$ cat config.mk
export PLATFORM = sky130hd
export DESIGN_NAME = uart_tx_frame
export DESIGN_NICKNAME = d
export VERILOG_FILES = /design/src/rtl/uart_tx_pkg.sv /design/src/rtl/uart_tx_serializer.sv /design/src/rtl/uart_tx_frame.sv
export SDC_FILE = /design/constraint.sdc
export NUM_CORES = 1
export LEC_CHECK = 0
export ABC_AREA = 1
export BUFFER_PORTS_ARGS = -buffer_cell sky130_fd_sc_hd__buf_2
export CORE_UTILIZATION = 55
export DETAILED_ROUTE_END_ITERATION = 7
export GPL_ROUTABILITY_DRIVEN = 1
export PLACE_DENSITY = 0.8
export SYNTH_ARGS = -nofsm -noshare
export SYNTH_HDL_FRONTEND = slang
export SYNTH_SLANG_ARGS = --single-unit
$ cat constraint.sdc
create_clock -name CLK -period 1.7 [get_ports CLK]
set_input_delay 0 -clock CLK [delete_from_list [all_inputs] [get_ports CLK]]
set_output_delay 0 -clock CLK [all_outputs]
set_load 0.05 [all_outputs]
$ cat src/rtl/uart_tx_pkg.sv
// Shared types for the UART transmit engine: FSM states, line bit-select codes, parity types.
package uart_tx_pkg;

    typedef enum logic [2:0] {
        IDLE   = 3'd0,
        START  = 3'd1,
        DATA   = 3'd2,
        PARITY = 3'd3,
        STOP   = 3'd4
    } tx_state_t;

    typedef enum logic [1:0] {
        START_SEL = 2'd0,
        DATA_SEL  = 2'd1,
        PAR_SEL   = 2'd2,
        STOP_SEL  = 2'd3
    } bit_sel_t;

    localparam logic PAR_EVEN = 1'b0;
    localparam logic PAR_ODD  = 1'b1;

    function automatic logic bit_mux(input bit_sel_t sel, input logic ser_bit, input logic par_bit);
        case (sel)
            START_SEL: return 1'b0;
            DATA_SEL:  return ser_bit;
            PAR_SEL:   return par_bit;
            default:   return 1'b1;
        endcase
    endfunction

endpackage

$ cat src/rtl/uart_tx_serializer.sv
// Shift register and bit counter for the data phase of a UART frame.
// ser_data is the current LSB; ser_done flags the last data bit on the line.
module uart_tx_serializer #(
    parameter int DATA_WIDTH = 8
) (
    input  logic                  clk,
    input  logic                  rst,
    input  logic                  load,
    input  logic                  shift_en,
    input  logic                  cnt_clr,
    input  logic [DATA_WIDTH-1:0] load_data,
    output logic                  ser_data,
    output logic                  ser_done
);

    localparam int CNT_W = $clog2(DATA_WIDTH);

    logic [DATA_WIDTH-1:0] shreg;
    logic [CNT_W-1:0]      cnt;

    assign ser_data = shreg[0];
    assign ser_done = (cnt == CNT_W'(DATA_WIDTH - 1));

    // cnt holds the index of the data bit currently on the line; it saturates
    // at the last bit so it can never wrap inside a frame.
    always_ff @(posedge clk or posedge rst) begin
        if (rst) begin
            shreg <= '0;
            cnt   <= '0;
        end else if (load) begin
            shreg <= load_data;
            cnt   <= '0;
        end else if (shift_en) begin
            shreg <= {1'b0, shreg[DATA_WIDTH-1:1]};
            if (cnt_clr)
                cnt <= '0;
            else if (!ser_done)
                cnt <= cnt + 1'b1;
        end
    end

endmodule

$ cat src/rtl/uart_tx_frame.sv
// UART transmit engine: start bit, DATA_WIDTH data bits LSB first, optional parity, 1 or 2 stop bits.
// Outputs are registered; a new word is accepted only in IDLE or on the last stop cycle.
module uart_tx_frame
    import uart_tx_pkg::*;
#(
    parameter int DATA_WIDTH = 8
) (
    input  logic                  CLK,
    input  logic                  rst,
    input  logic [DATA_WIDTH-1:0] P_DATA,
    input  logic                  Data_valid,
    input  logic                  PAR_EN,
    input  logic                  PAR_TYP,
    input  logic                  STOP2,
    output logic                  TX_OUT,
    output logic                  busy
);

    tx_state_t state;
    logic      par_en_q;
    logic      par_bit_q;
    logic      stop2_q;
    logic      stop_two;
    logic      ser_data;
    logic      ser_done;
    logic      last_stop;
    logic      accept;
    logic      shift_en;
    logic      cnt_clr;

    always_comb begin
        last_stop = (state == STOP) && (!stop2_q || stop_two);
        accept    = Data_valid && ((state == IDLE) || last_stop);
        shift_en  = (state == START) || ((state == DATA) && !ser_done);
        cnt_clr   = (state == START);
    end

    uart_tx_serializer #(
        .DATA_WIDTH (DATA_WIDTH)
    ) u_ser (
        .clk       (CLK),
        .rst       (rst),
        .load      (accept),
        .shift_en  (shift_en),
        .cnt_clr   (cnt_clr),
        .load_data (P_DATA),
        .ser_data  (ser_data),
        .ser_done  (ser_done)
    );

    always_ff @(posedge CLK or posedge rst) begin
        if (rst) begin
            state     <= IDLE;
            TX_OUT    <= 1'b1;
            busy      <= 1'b0;
            par_en_q  <= 1'b0;
            par_bit_q <= 1'b0;
            stop2_q   <= 1'b0;
            stop_two  <= 1'b0;
        end else if (accept) begin
            // Frame configuration is frozen here; later input changes are ignored.
            state     <= START;
            TX_OUT    <= bit_mux(START_SEL, ser_data, par_bit_q);
            busy      <= 1'b1;
            par_en_q  <= PAR_EN;
            par_bit_q <= (PAR_TYP == PAR_ODD) ? ~^P_DATA : ^P_DATA;
            stop2_q   <= STOP2;
            stop_two  <= 1'b0;
        end else begin
            case (state)
                IDLE: begin
                    TX_OUT <= 1'b1;
                    busy   <= 1'b0;
                end
                START: begin
                    state  <= DATA;
                    TX_OUT <= bit_mux(DATA_SEL, ser_data, par_bit_q);
                end
                DATA: begin
                    if (!ser_done) begin
                        TX_OUT <= bit_mux(DATA_SEL, ser_data, par_bit_q);
                    end else if (par_en_q) begin
                        state  <= PARITY;
                        TX_OUT <= bit_mux(PAR_SEL, ser_data, par_bit_q);
                    end else begin
                        state    <= STOP;
                        TX_OUT   <= bit_mux(STOP_SEL, ser_data, par_bit_q);
                        stop_two <= 1'b0;
                    end
                end
                PARITY: begin
                    state    <= STOP;
                    TX_OUT   <= bit_mux(STOP_SEL, ser_data, par_bit_q);
                    stop_two <= 1'b0;
                end
                STOP: begin
                    TX_OUT <= bit_mux(STOP_SEL, ser_data, par_bit_q);
                    if (last_stop) begin
                        state <= IDLE;
                        busy  <= 1'b0;
                    end else begin
                        stop_two <= 1'b1;
                    end
                end
                default: begin
                    state  <= IDLE;
                    TX_OUT <= 1'b1;
                    busy   <= 1'b0;
                end
            endcase
        end
    end

endmodule

==> results_dict.tcl <==
set metrics [dict create \
    critPathKind "reg -> reg" \
    end_kind "flip-flop" \
    synthTopCellsByArea "dfrtp_1, nand2_1, inv_1" \
    clockBufferDepth 2 \
    synthCells 136 \
    synthMuxAreaShare_pct 0 \
    crit_arrival_ps 1800 \
    fin_tns_setup_ps 0 \
    rsz0062_at_grt "yes" \
    yosys.cell_count.top_type "nand2_1" \
    hold_violations 0 \
    ys_seq_area_share_pct 46.7 \
    nets 183 \
    ant_nets 0 \
    relSlewSlack_pct 50.2 \
    die_y_um 46.2 \
    final-max-slew-violation-count 0 \
    syn2layout_area_growth_pct 23.4 \
    seq_area_um2 502 \
    synth.distinct_cells 24 \
    core_um2 1780 \
    vdd_drop_max_mv 0.921 \
    syn-num-nets 152 \
    slowest_delay_ps 410 \
    rows 15 \
    leakage_nw 0.710 \
    grt_pass1_vias 931 \
    place_area_um2 1190 \
    crit_buf_inv 2 \
    routedWlPerCell_um 12.2 \
    synth_top_cell_by_area "dfrtp_1" \
    pin_count 16 \
    status "completed" \
    drtIter0Drc 15 \
    path_max_fanout 9 \
    synth-xor-area-share_pct 1.63 \
    overflow 0 \
    drc 0 \
    die_area_um2 2130 \
    layout_min_cycle_time_ps 1620 \
    holdCritPathClass "in -> reg" \
    grt_use_total_pct 27.8 \
    grt_max_degree 21 \
    yosys_warnings 0 \
    hpwl_mm 1.65 \
    cts_sinks 20 \
    start_util_pct 60.2 \
    setup_violations 0 \
    synth_area_um2 1070 \
    skew_ps 3.56 \
    antenna_cells 0 \
    htreeDepth 1 \
    cts_tree "built" \
    clkTransAtPathRegs_ps 110 \
    dr.pass1.iters 4 \
    synth_compound_area_share_pct 6.64 \
    die_w_um 46.2 \
    synth_edf_count 0 \
    yosys-top-cells-count "nand2_1, dfrtp_1, inv_1" \
    max_cap_violations 0 \
    syn_avg_cell_area_um2 7.89 \
    post-route-util_pct 74.3 \
    synthArstFlopShare_pct 100 \
    synth-simple-area-share_pct 34.4 \
    power_density_nw_per_um2 1730 \
    multi_input_area_um2 502 \
    synth_top_area_share_pct 44.3 \
    timing.final.crit_share_pct 95.2 \
    routed_wl_mm 2.33 \
    max_freq_mhz 618 \
    synth_top_family_by_area "simple AND/OR/NAND/NOR gates" \
    gp_congestion 0.876 \
    grt_first_pass_wirelength_mm 4.12 \
    power_w 0.00230 \
    crit_path_frequent_cell "ha_1" \
    root_buffer "clkbuf_4" \
    fillerInstances 135 \
    crit_family "flip-flops" \
    clk_latency_ps 300 \
    cp_data_required_time_ps 1880 \
    grt_antenna_before_repair 0 \
    crit_path_start_kind "flip-flop" \
    drive_above_1_share_pct 21.7 \
    tightest_slew_ps 747 \
    holdWs_ps 3.48 \
    ys_ff_latch 20 \
    synthAdderAreaFrac_pct 2.33 \
    synth_top_flop_cell "dfrtp_1" \
    slowest_stage "dfrtp_1" \
    fin_area_um2 1330 \
    viasPerCell 4.76 \
    port_buffers 15 \
    cts_buffers 3 \
    vias 910 \
    cp_cell_sequence "ha_1 > ha_1 > nor2_2 > nand2_2 > inv_4 > nor2_4 > clkinv_4 > nor2_8 > nand2_1 > o211ai_1" \
]
area by class of cell:
type,count,share of cell area (%)
Timing Repair Buffer,25,12.8
Clock buffer,4,1.98
Inverter,21,7.08
Tap cell,25,2.36
Multi-Input combinational cell,96,37.9
Sequential cell,20,37.9
report_power, final:
| part | switching [W] | internal, W | total [W] |
|---|---|---|---|
| clock | 0.000140 | 0.0000914 | 0.000231 |
| sequential | 0.000149 | 0.000713 | 0.000862 |
| combinational | 0.000774 | 0.000428 | 0.00120 |
| total | 0.00106 | 0.00123 | 0.00230 |
cell families (layout without fill, tap and decap cells):
| logic type | count (synthesis) | count (layout) |
|---|---|---|
| xor gates and xnor gates | 2 | 2 |
| adders and majority gates | 2 | 2 |
| DFF | 20 | 20 |
| buffers and inverters | 21 | 50 |
| and+or+nand+nor | 81 | 82 |
| AOI/OAI and AO/OA | 10 | 10 |
final timing paths:
kind                                          start                          to  slack (ps)  cells after the start
min reg2reg                u_ser.cnt[1]$_DFFE_PP0P_    u_ser.cnt[1]$_DFFE_PP0P_         510                      2
max in group asynchronous                       rst        state[2]$_DFFE_PP0P_         870                      3
max                        u_ser.cnt[0]$_DFFE_PP0P_  u_ser.shreg[6]$_DFFE_PP0P_          80                     10
min in group asynchronous                       rst            busy$_DFFE_PP0P_         360                      3
min                                       P_DATA[1]  u_ser.shreg[1]$_DFFE_PP0P_           3                      3
max reg2reg                u_ser.cnt[0]$_DFFE_PP0P_  u_ser.shreg[6]$_DFFE_PP0P_          80                     10
through the flow:
step / std cells / worst slack (ps)
final: 191 / 81.9
after global routing: 191 / -10.3
after CTS: 189 / 30.3
after detailed placement: 177 / 56.2
after global placement: 177 / 166
after floorplan: 136 / 225
cell usage in the layout (no fill, tap or decap), types with 3 or more instances in the layout:
cell type,n
o211ai_1,4
clkbuf_4,3
inv_1,17
buf_2,15
dfrtp_1,19
nand2_1,53
nand3_1,9
nor2_1,9
dlygate4sd3_1,8
registers in the layout (all words and copies together), names as in the netlist:
register and flops:
state 3, u_ser.shreg 8, par_en_q 1, TX_OUT 1, busy 1, u_ser.cnt 3, stop2_q 1, stop_two 1
par_bit_q 1
worst min-delay path, delay by kind of cell:
kind,cells,cell delay [ps]
compound gates,1,90
buf+inv,2,170
routing by layer:
| layer | GRT usage (%) | part of all wire (%) |
|---|---|---|
| met5 | 0 | 0 |
| met4 | 3.53 | 0.52 |
| met1 | 34.2 | 45 |
| met3 | 5.88 | 2.8 |
| met2 | 50.7 | 52 |
timing repair:
item,in CTS,in global routing
hold buffers,7,1
resized for setup,0,4
setup buffers,1,0
gates cloned,0,1
endpoints found under the setup margin,1,10
hold endpoints to repair,25,1
pin swaps,0,1
Power figures use the tool's default switching activity.
